--- src/rtl/frame_buffer_ctrl_if.sv ---
// Bus bundle between the frame buffer controller and its writer/reader-side logic.
// master drives the frame events and enable; slave (the controller) drives buffer ownership.
interface frame_buffer_ctrl_if #(
  parameter int unsigned AXI_ADDR_WIDTH = 32
);
  logic                      enable;
  logic                      wr_frame_done;
  logic                      rd_vsync;
  logic [AXI_ADDR_WIDTH-1:0] wr_base_addr;
  logic [AXI_ADDR_WIDTH-1:0] rd_base_addr;
  logic [1:0]                wr_buf_idx;
  logic [1:0]                rd_buf_idx;
  logic                      new_frame_avail;
  logic [15:0]               frames_written;
  logic [15:0]               frames_dropped;
  logic [15:0]               frames_repeated;
  logic [1:0]                state;

  modport master (
    output enable, wr_frame_done, rd_vsync,
    input  wr_base_addr, rd_base_addr, wr_buf_idx, rd_buf_idx, new_frame_avail,
           frames_written, frames_dropped, frames_repeated, state
  );

  modport slave (
    input  enable, wr_frame_done, rd_vsync,
    output wr_base_addr, rd_base_addr, wr_buf_idx, rd_buf_idx, new_frame_avail,
           frames_written, frames_dropped, frames_repeated, state
  );
endinterface

--- src/rtl/frame_buffer_ctrl.sv ---
// Triple-buffer rotation between a frame writer and an HDMI reader.
// Tracks writer/pending/reader buffer ownership and frame statistics.
module frame_buffer_ctrl #(
  parameter int unsigned                AXI_ADDR_WIDTH  = 32,
  parameter logic [AXI_ADDR_WIDTH-1:0]  FRAME_BASE_ADDR = AXI_ADDR_WIDTH'(32'h0100_0000),
  parameter logic [AXI_ADDR_WIDTH-1:0]  FRAME_STRIDE    = AXI_ADDR_WIDTH'(32'h0004_0000)
) (
  input logic               clk_100Mhz,
  input logic               rst,
  frame_buffer_ctrl_if.slave bus
);

  localparam int unsigned CNT_W = 16;

  typedef enum logic [1:0] {
    ST_IDLE       = 2'd0,
    ST_WAIT_FIRST = 2'd1,
    ST_RUN        = 2'd2
  } state_t;

  state_t                    r_state, w_nxt_state;
  logic [1:0]                r_wr_idx, r_pend_idx, r_rd_idx;
  logic [1:0]                w_nxt_wr_idx, w_nxt_pend_idx, w_nxt_rd_idx;
  logic                      r_pend_valid, w_nxt_pend_valid;
  logic [CNT_W-1:0]          r_written, r_dropped, r_repeated;
  logic [CNT_W-1:0]          w_nxt_written, w_nxt_dropped, w_nxt_repeated;
  logic                      r_wr_done_d1, r_rd_vsync_d1;
  logic [AXI_ADDR_WIDTH-1:0] r_wr_base, r_rd_base;
  logic                      w_wr_edge, w_rd_edge;

  function automatic logic [AXI_ADDR_WIDTH-1:0] base_of(input logic [1:0] idx);
    return FRAME_BASE_ADDR + AXI_ADDR_WIDTH'(idx) * FRAME_STRIDE;
  endfunction

  function automatic logic [CNT_W-1:0] sat_inc(input logic [CNT_W-1:0] v);
    return (v == {CNT_W{1'b1}}) ? v : v + CNT_W'(1);
  endfunction

  assign w_wr_edge = bus.wr_frame_done & ~r_wr_done_d1;
  assign w_rd_edge = bus.rd_vsync & ~r_rd_vsync_d1;

  always_ff @(posedge clk_100Mhz) begin
    if (rst) r_state <= ST_IDLE;
    else     r_state <= w_nxt_state;
  end

  // Buffer rotation and statistics; a simultaneous edge hands the writer's frame straight to the reader.
  always_comb begin
    w_nxt_state      = r_state;
    w_nxt_wr_idx     = r_wr_idx;
    w_nxt_pend_idx   = r_pend_idx;
    w_nxt_rd_idx     = r_rd_idx;
    w_nxt_pend_valid = r_pend_valid;
    w_nxt_written    = r_written;
    w_nxt_dropped    = r_dropped;
    w_nxt_repeated   = r_repeated;
    case (r_state)
      ST_IDLE: begin
        if (bus.enable) w_nxt_state = ST_WAIT_FIRST;
      end
      ST_WAIT_FIRST, ST_RUN: begin
        if (!bus.enable) begin
          w_nxt_state = ST_IDLE;
        end else if (w_wr_edge && w_rd_edge) begin
          w_nxt_rd_idx     = r_wr_idx;
          w_nxt_wr_idx     = r_rd_idx;
          w_nxt_pend_valid = 1'b0;
          w_nxt_written    = sat_inc(r_written);
          if (r_pend_valid) w_nxt_dropped = sat_inc(r_dropped);
          w_nxt_state      = ST_RUN;
        end else if (w_wr_edge) begin
          w_nxt_wr_idx     = r_pend_idx;
          w_nxt_pend_idx   = r_wr_idx;
          w_nxt_pend_valid = 1'b1;
          w_nxt_written    = sat_inc(r_written);
          if (r_state == ST_RUN && r_pend_valid) w_nxt_dropped = sat_inc(r_dropped);
        end else if (w_rd_edge) begin
          if (r_pend_valid) begin
            w_nxt_rd_idx     = r_pend_idx;
            w_nxt_pend_idx   = r_rd_idx;
            w_nxt_pend_valid = 1'b0;
            w_nxt_state      = ST_RUN;
          end else if (r_state == ST_RUN) begin
            w_nxt_repeated = sat_inc(r_repeated);
          end
        end
      end
      default: w_nxt_state = ST_IDLE;
    endcase
  end

  always_ff @(posedge clk_100Mhz) begin
    if (rst) begin
      r_wr_idx      <= 2'd0;
      r_pend_idx    <= 2'd1;
      r_rd_idx      <= 2'd2;
      r_pend_valid  <= 1'b0;
      r_written     <= '0;
      r_dropped     <= '0;
      r_repeated    <= '0;
      r_wr_done_d1  <= 1'b0;
      r_rd_vsync_d1 <= 1'b0;
      r_wr_base     <= base_of(2'd0);
      r_rd_base     <= base_of(2'd2);
    end else begin
      r_wr_idx      <= w_nxt_wr_idx;
      r_pend_idx    <= w_nxt_pend_idx;
      r_rd_idx      <= w_nxt_rd_idx;
      r_pend_valid  <= w_nxt_pend_valid;
      r_written     <= w_nxt_written;
      r_dropped     <= w_nxt_dropped;
      r_repeated    <= w_nxt_repeated;
      r_wr_done_d1  <= bus.wr_frame_done;
      r_rd_vsync_d1 <= bus.rd_vsync;
      r_wr_base     <= base_of(w_nxt_wr_idx);
      r_rd_base     <= base_of(w_nxt_rd_idx);
    end
  end

  assign bus.wr_base_addr    = r_wr_base;
  assign bus.rd_base_addr    = r_rd_base;
  assign bus.wr_buf_idx      = r_wr_idx;
  assign bus.rd_buf_idx      = r_rd_idx;
  assign bus.new_frame_avail = r_pend_valid;
  assign bus.frames_written  = r_written;
  assign bus.frames_dropped  = r_dropped;
  assign bus.frames_repeated = r_repeated;
  assign bus.state           = r_state;

endmodule

--- src/flat_wrapper.sv ---
// flat-port wrapper written by rule: the top's interface ports become plain ports
module frame_buffer_ctrl_flat 
#(
  parameter int unsigned                AXI_ADDR_WIDTH  = 32,
  parameter logic [AXI_ADDR_WIDTH-1:0]  FRAME_BASE_ADDR = AXI_ADDR_WIDTH'(32'h0100_0000),
  parameter logic [AXI_ADDR_WIDTH-1:0]  FRAME_STRIDE    = AXI_ADDR_WIDTH'(32'h0004_0000)
)
  (clk_100Mhz, rst, bus_enable, bus_wr_frame_done, bus_rd_vsync, bus_wr_base_addr, bus_rd_base_addr, bus_wr_buf_idx, bus_rd_buf_idx, bus_new_frame_avail, bus_frames_written, bus_frames_dropped, bus_frames_repeated, bus_state);
  frame_buffer_ctrl_if #(.AXI_ADDR_WIDTH(AXI_ADDR_WIDTH)) bus_i ();
  input logic clk_100Mhz;
  input logic rst;
  input wire logic [$bits(bus_i.enable)-1:0] bus_enable;
  input wire logic [$bits(bus_i.wr_frame_done)-1:0] bus_wr_frame_done;
  input wire logic [$bits(bus_i.rd_vsync)-1:0] bus_rd_vsync;
  output wire logic [$bits(bus_i.wr_base_addr)-1:0] bus_wr_base_addr;
  output wire logic [$bits(bus_i.rd_base_addr)-1:0] bus_rd_base_addr;
  output wire logic [$bits(bus_i.wr_buf_idx)-1:0] bus_wr_buf_idx;
  output wire logic [$bits(bus_i.rd_buf_idx)-1:0] bus_rd_buf_idx;
  output wire logic [$bits(bus_i.new_frame_avail)-1:0] bus_new_frame_avail;
  output wire logic [$bits(bus_i.frames_written)-1:0] bus_frames_written;
  output wire logic [$bits(bus_i.frames_dropped)-1:0] bus_frames_dropped;
  output wire logic [$bits(bus_i.frames_repeated)-1:0] bus_frames_repeated;
  output wire logic [$bits(bus_i.state)-1:0] bus_state;
  assign bus_i.enable = bus_enable;
  assign bus_i.wr_frame_done = bus_wr_frame_done;
  assign bus_i.rd_vsync = bus_rd_vsync;
  assign bus_wr_base_addr = bus_i.wr_base_addr;
  assign bus_rd_base_addr = bus_i.rd_base_addr;
  assign bus_wr_buf_idx = bus_i.wr_buf_idx;
  assign bus_rd_buf_idx = bus_i.rd_buf_idx;
  assign bus_new_frame_avail = bus_i.new_frame_avail;
  assign bus_frames_written = bus_i.frames_written;
  assign bus_frames_dropped = bus_i.frames_dropped;
  assign bus_frames_repeated = bus_i.frames_repeated;
  assign bus_state = bus_i.state;
  frame_buffer_ctrl #(.AXI_ADDR_WIDTH(AXI_ADDR_WIDTH), .FRAME_BASE_ADDR(FRAME_BASE_ADDR), .FRAME_STRIDE(FRAME_STRIDE)) u_core (.clk_100Mhz(clk_100Mhz), .rst(rst), .bus(bus_i));
endmodule
--- config.mk ---
export PLATFORM = sky130hd
export DESIGN_NAME = frame_buffer_ctrl_flat
export DESIGN_NICKNAME = d
export VERILOG_FILES = /design/src/rtl/frame_buffer_ctrl_if.sv /design/src/rtl/frame_buffer_ctrl.sv /design/src/flat_wrapper.sv
export SDC_FILE = /design/constraint.sdc
export NUM_CORES = 1
export LEC_CHECK = 0
export BUFFER_PORTS_ARGS = -buffer_cell sky130_fd_sc_hd__buf_4
export CAP_MARGIN = 20
export CORE_MARGIN = 2
export CORE_UTILIZATION = 51
export DETAILED_ROUTE_END_ITERATION = 16
export PLACE_DENSITY_LB_ADDON = 0.08
export SYNTH_ARGS = -nofsm -noshare
export SYNTH_HDL_FRONTEND = slang
export SYNTH_SLANG_ARGS = --single-unit
--- constraint.sdc ---
create_clock -name clk_100Mhz -period 2.2 [get_ports clk_100Mhz]
set_clock_uncertainty 0.05 [all_clocks]
set_input_delay 0.11 -clock clk_100Mhz [delete_from_list [all_inputs] [get_ports clk_100Mhz]]
set_output_delay 0.11 -clock clk_100Mhz [all_outputs]
set_load 0.02 [all_outputs]
-- Word level (Yosys, flattened, before mapping)
Index checks and enable logic that the tools add are counted.
- register bits after elaboration: 123
- input port bits: 5
- output and inout bits: 119
- word-level logic and storage cells: 81
- $add $sub $neg: 5
- eq/ne operators: 10
- mux-type cells: 31
- bitwise logic cells: 8
- reductions and logical operators: 15
- operators with widths (operator ; count):
    16-bit two-way mux ; 8
    25-bit by 20-bit adder with 26-bit output, first input constant ; 2
    16-bit by 1-bit adder with 16-bit output, second input constant ; 3
    16-bit equality test, second input constant ; 3
    2-bit two-way mux ; 19
    5-bit AND reduction ; 2
    4-bit by 2-bit != test with 1-bit output, second input constant ; 2
    8-bit AND reduction ; 1
    2-bit nonzero test ; 4
    1-bit NOT ; 6
    3-bit AND reduction ; 2
    4-bit != test, second input constant ; 1
    2-bit one-hot mux with 2 select lines ; 1
    4-bit AND reduction ; 1
    1-bit two-way mux ; 3
    3-bit nonzero test ; 1
    1-bit AND ; 2
    2-bit by 1-bit equality test with 1-bit output, second input constant ; 1
    2-bit equality test, second input constant ; 1
    1-bit logical AND ; 2
    2-bit logical NOT ; 1
    2-bit by 1-bit != test with 1-bit output, second input constant ; 1
    2-bit != test, second input constant ; 1
    2-bit OR reduction ; 1

-- Depth between registers and ports, before layout
- word-level depth: 8
- gate-level depth with buffers: 8
- depth with buffers taken out: 7

-- Least setup slack after synthesis
OpenSTA, ideal clock, no wires.
- path kind: reg-to-reg
- start: register u_core.r_state[0] (netlist: u_core.bus.state[0])
- end: register u_core.r_dropped[9] (netlist: u_core.bus.frames_dropped[9])
- library setup time: 123 ps
- data arrival time: 1905 ps
- setup slack: 122 ps
- cell stages (with the launch flop): 8
- cells stage by stage: dfxtp_1 > inv_1 > ha_1 > and4b_4 > o211ai_4 > nor2_1 > nand4_1 > mux2_1
- cells in the longest elaborated chain, start to end: 4
- elaborated cells on any way between the ends: 6
- ends and longest elaborated chain (item ; line ; RTL):
    start: declaration ; frame_buffer_ctrl.sv:21 ; state_t r_state, w_nxt_state;
    start signal: assignment ; frame_buffer_ctrl.sv:44 ; else r_state <= w_nxt_state;
    2-bit equality test ; frame_buffer_ctrl.sv:57, frame_buffer_ctrl.sv:76 ;
    1-bit logical AND ; frame_buffer_ctrl.sv:76 ; if (r_state == ST_RUN && r_pend_valid) w_nxt_dropped = sat_inc(r_dropped);
    2-bit nonzero test (no line) ; - ;
    5-bit AND reduction (no line) (*) ; - ;
    end signal: assignment ; frame_buffer_ctrl.sv:111 ; r_dropped <= w_nxt_dropped;
    end: declaration ; frame_buffer_ctrl.sv:25 ; logic [CNT_W-1:0] r_written, r_dropped, r_repeated;
Mark *: on every way between the ends. The rest lies on a longest branch, timed or not.
A chain may end at the register's enable or synchronous reset.

-- Worst setup path in the final report
- start: register u_core.r_state[0] (netlist: u_core.bus.state[0])
- end: register u_core.r_written[14] (netlist: u_core.bus.frames_written[14])
- cells in the longest elaborated chain, start to end: 3
- elaborated cells on any way between the ends: 4
- ends and longest elaborated chain (item ; line ; RTL):
    2-bit by 1-bit equality test with 1-bit output or 2-bit equality test (tied branches) ; frame_buffer_ctrl.sv:57 ; case (r_state)
    2-bit OR reduction (*) ; frame_buffer_ctrl.sv:57 ;
    3-bit AND reduction (no line) (*) ; - ;
    end signal: assignment ; frame_buffer_ctrl.sv:110 ; r_written <= w_nxt_written;
    end: declaration ; frame_buffer_ctrl.sv:25 ;
Marks and branches as above.

==> impl_metrics.csv <==
group,metric,value,unit
cts,clock_latency,340,ps
place,dp.cells,545,
drt,drt-total-wl,7.01,mm
logic_synthesis,synthAdderAreaFrac,2.44,%
drt,drc,0,
timing,final-setup-viol-count,0,
power_and_ir_drop,ir_worst_vdd,0.329,mV
worst_setup_path,critical_path_class,"flop to flop",
place,io_buffers,63,
floorplan,die-area,7730,sq um
power_and_ir_drop,p_int,1780,uW
timing,fin_ws,193,ps
place,placed_area,3910,sq um
worst_setup_path,reg2reg_to,"u_core.bus.frames_written[14]",
logic_synthesis,avgSynthCellArea,9.10,sq um
logic_synthesis,yosys_register_bits,59,
logic_synthesis,synth_area_leaders,"dfxtp_1 (33%), buf_4 (14%), xnor2_1 (9.5%)",
final_layout,areaGrowthSynthToFinish,16.0,%
cts,h-tree-depth,3,
place,gp_congestion,0.827,
cts,clockRootBuffer,"clkbuf_8",
grt,track_usage,18.8,%
worst_setup_path,worstPathRequired,2370,ps
drt,wl_per_cell,12.5,microns
timing,max_freq,0.498,GHz
timing,rsz0062_at_grt,"no",
timing,report.final.slew_viol_count,0,
cts,cts_tree,"yes",
logic_synthesis,synth_compound_area_share,7.69,%
grt,grt_pass1_vias,2443,
logic_synthesis,async_flop_share,0,%
logic_synthesis,synth_cell_type_count,54,
floorplan,fp.dieH,87.9,microns
drt,drtPass1Iterations,4,
hold_path,hold_class,"primary input to flop",
timing,fin_crit_sh,91.2,%
drt,ant_nets,0,
hold_path,holdCritStartpoint,"rst",
final_layout,drive_above_1_share,25.9,%
timing,fin_setup_tns,0,ps
logic_synthesis,synth_top_family_by_area,"simple AND/OR/NAND/NOR gates",
power_and_ir_drop,sw_frac_of_total,28.3,%
cts,clk_transition_reported_paths,70,ps
worst_setup_path,startpoint,"u_core.bus.state[0]",
logic_synthesis,synth-simple-area-share,29.2,%
power_and_ir_drop,leakage,0.00161,uW
worst_setup_path,setup.worst_path.end,"u_core.bus.frames_written[14]",
worst_setup_path,end_kind,"flop",
cts,clockBufferDepth,2,
logic_synthesis,synth_top_area_share,32.9,%
worst_setup_path,rrSetupSlack,190,ps
worst_setup_path,critPathMaxFanout,6,
place,pre_cts_ws,135,ps
floorplan,die_w,87.9,microns
logic_synthesis,synthMuxAreaShare,2.26,%
floorplan,coreArea,6790,sq um
cts,cts_made_buffers,9,
power_and_ir_drop,pwr-share-comb,13.5,%
final_layout,n_antenna_cell,0,
power_and_ir_drop,switchingPower,701,uW
place,dp_hpwl,5.12,mm
floorplan,initial_core_util,52.9,%
floorplan,rows,30,
floorplan,pin_count,124,
timing,hold_violations,0,
drt,vias_per_cell,4.96,
grt,overflow,0,
logic_synthesis,yosysMostFrequentCell,"buf_4",
logic_synthesis,netlist_instances,395,
power_and_ir_drop,p_seq_share,44.9,%
final_layout,final_design_area_no_fill,4170,sq um
grt,grt_pass1_wl,11.4,mm
logic_synthesis,synth_top_cells_by_count,"buf_4 (66), dfxtp_1 (59), nor2_1 (58)",
worst_setup_path,start_kind,"flop",
status,status,"complete, no violations",
logic_synthesis,yosysTopAreaCell,"dfxtp_1",
logic_synthesis,synth_edf_count,0,
power_and_ir_drop,p_per_area,594,nW/um^2
logic_synthesis,yosysWarnings,0,
timing,min_period,2010,ps
flow_run,drv_cap,0,
drt,drt_iter0_drc,123,
power_and_ir_drop,clockPowerShare,41.6,%
final_layout,final_cells,563,
logic_synthesis,synth_seq_area_share,32.9,%
grt,antenna_found_initial,0,
logic_synthesis,syn_area,3590,sq um
final_layout,fin_nets,474,
logic_synthesis,synthXorXnorAreaFrac,9.51,%
cts,post_cts_buffers,0,
grt,grt_max_degree,40,
timing,tightest_slew,544,ps
cts,cts.sinks,59,
worst_setup_path,r2r_start,"u_core.bus.state[0]",
drt,vias,2794,
logic_synthesis,synthFlopType,"dfxtp_1",
worst_setup_path,worst_ep_arrival_time,2180,ps
timing,relSlewSlack,63.6,%
worst_setup_path,reg2reg_depth,8,
[worst min path at each step]
stage	to	depth (start not counted)	slack, ps
after floorplan	u_core.r_rd_vsync_d1	1	190
after global placement	u_core.r_rd_vsync_d1	2	310
after detailed placement	u_core.r_wr_done_d1	2	310
after CTS	u_core.bus.frames_dropped[6]	2	120
after global routing	u_core.bus.frames_dropped[12]	2	150
final	u_core.bus.frames_dropped[11]	2	140
[cell usage in the layout (no fill, tap or decap), drive strengths merged, types with 5 or more instances in the layout]
cell type,netlist,layout
nand4,11,11
mux2i,7,7
a211oi,9,9
dfxtp,59,59
nor3,9,9
and3,5,5
and4,6,6
nor4b,7,7
xnor2,39,39
conb,2,60
nor4,10,10
a21oi,11,11
nor2,58,58
nor2b,5,5
nand2,23,23
nand3,13,13
ha,7,7
o21ai,6,6
buf,68,71
clkbuf,7,12
[layer usage]
layer | vias to the layer above | GRT usage [%] | wire length, microns | share of wire [%]
met5 | - | 0 | 0 | 0
met3 | 8 | 5.09 | 356 | 5.1
met4 | 0 | 6.57 | 91 | 1.3
met2 | 76 | 28.4 | 3250 | 46
li1 | 1384 | - | - | -
met1 | 1326 | 25.8 | 3320 | 47
[area by class of cell]
cell class / instances / area, sq um
Multi-Input combinational cell: 315 / 2100
Sequential cell: 59 / 1180
Clock inverter: 4 / 48.8
Tap cell: 96 / 120
Inverter: 4 / 15.0
Clock buffer: 12 / 155
Fill cell: 622 / 2630
Timing Repair Buffer: 73 / 553
[flip-flops by register name, indices dropped and copies added, names as in the netlist]
name,count
u_core.r_wr_done_d1,1
u_core.r_pend_idx,2
u_core.r_rd_vsync_d1,1
u_core.bus.new_frame_avail,1
u_core.bus.frames_repeated,16
u_core.bus.frames_written,16
u_core.bus.wr_base_addr,2
u_core.bus.rd_base_addr,2
u_core.bus.frames_dropped,16
u_core.bus.state,2
[critical path, stage by stage (launching register included)]
cell and delay [ps]:
dfxtp_1 370, inv_1 120, ha_4 310, and4b_4 280, buf_4 180, nand3_4 100, nor4b_2 290, xnor2_1 150
nor2_1 50
[cells by family (layout without fill, tap and decap cells)]
group	Yosys count	after routing
and+or+nand+nor	165	165
muxes	8	8
xor gates and xnor gates	39	39
DFF	59	59
buffers and inverters	79	93
AOI/OAI and AO/OA	36	36
adders and majority gates	7	7
other	2	60
[timing repair]
action / CTS / global route
hold buffers: 2 / 0
endpoints found under the hold margin: 2 / 0
setup endpoints to repair: 0 / 11
gates resized for setup: 0 / 4
[power groups by stage]
| stage | Clock (uW) | Combinational (uW) | Sequential (uW) |
|---|---|---|---|
| 5_1_grt | 1100 | 369 | 1110 |
| 4_1_cts | 1050 | 321 | 1110 |
| 3_5_place_dp | 0 | 317 | 1140 |
| 3_3_place_gp | 0 | 313 | 1140 |
| 2_1_floorplan | 0 | 317 | 1150 |
| 6_report | 1030 | 335 | 1110 |
[metrics by stage]
step                      power [uW]  util [%]  hold WS (ps)
final                           2480      61.4           135
after global routing            2580      61.4           145
after CTS                       2480      60.9           124
after detailed placement        1450      57.6           312
after global placement          1450      57.6           306
after floorplan                 1470         -           188
No activity file was read; power rests on OpenSTA's default activity.
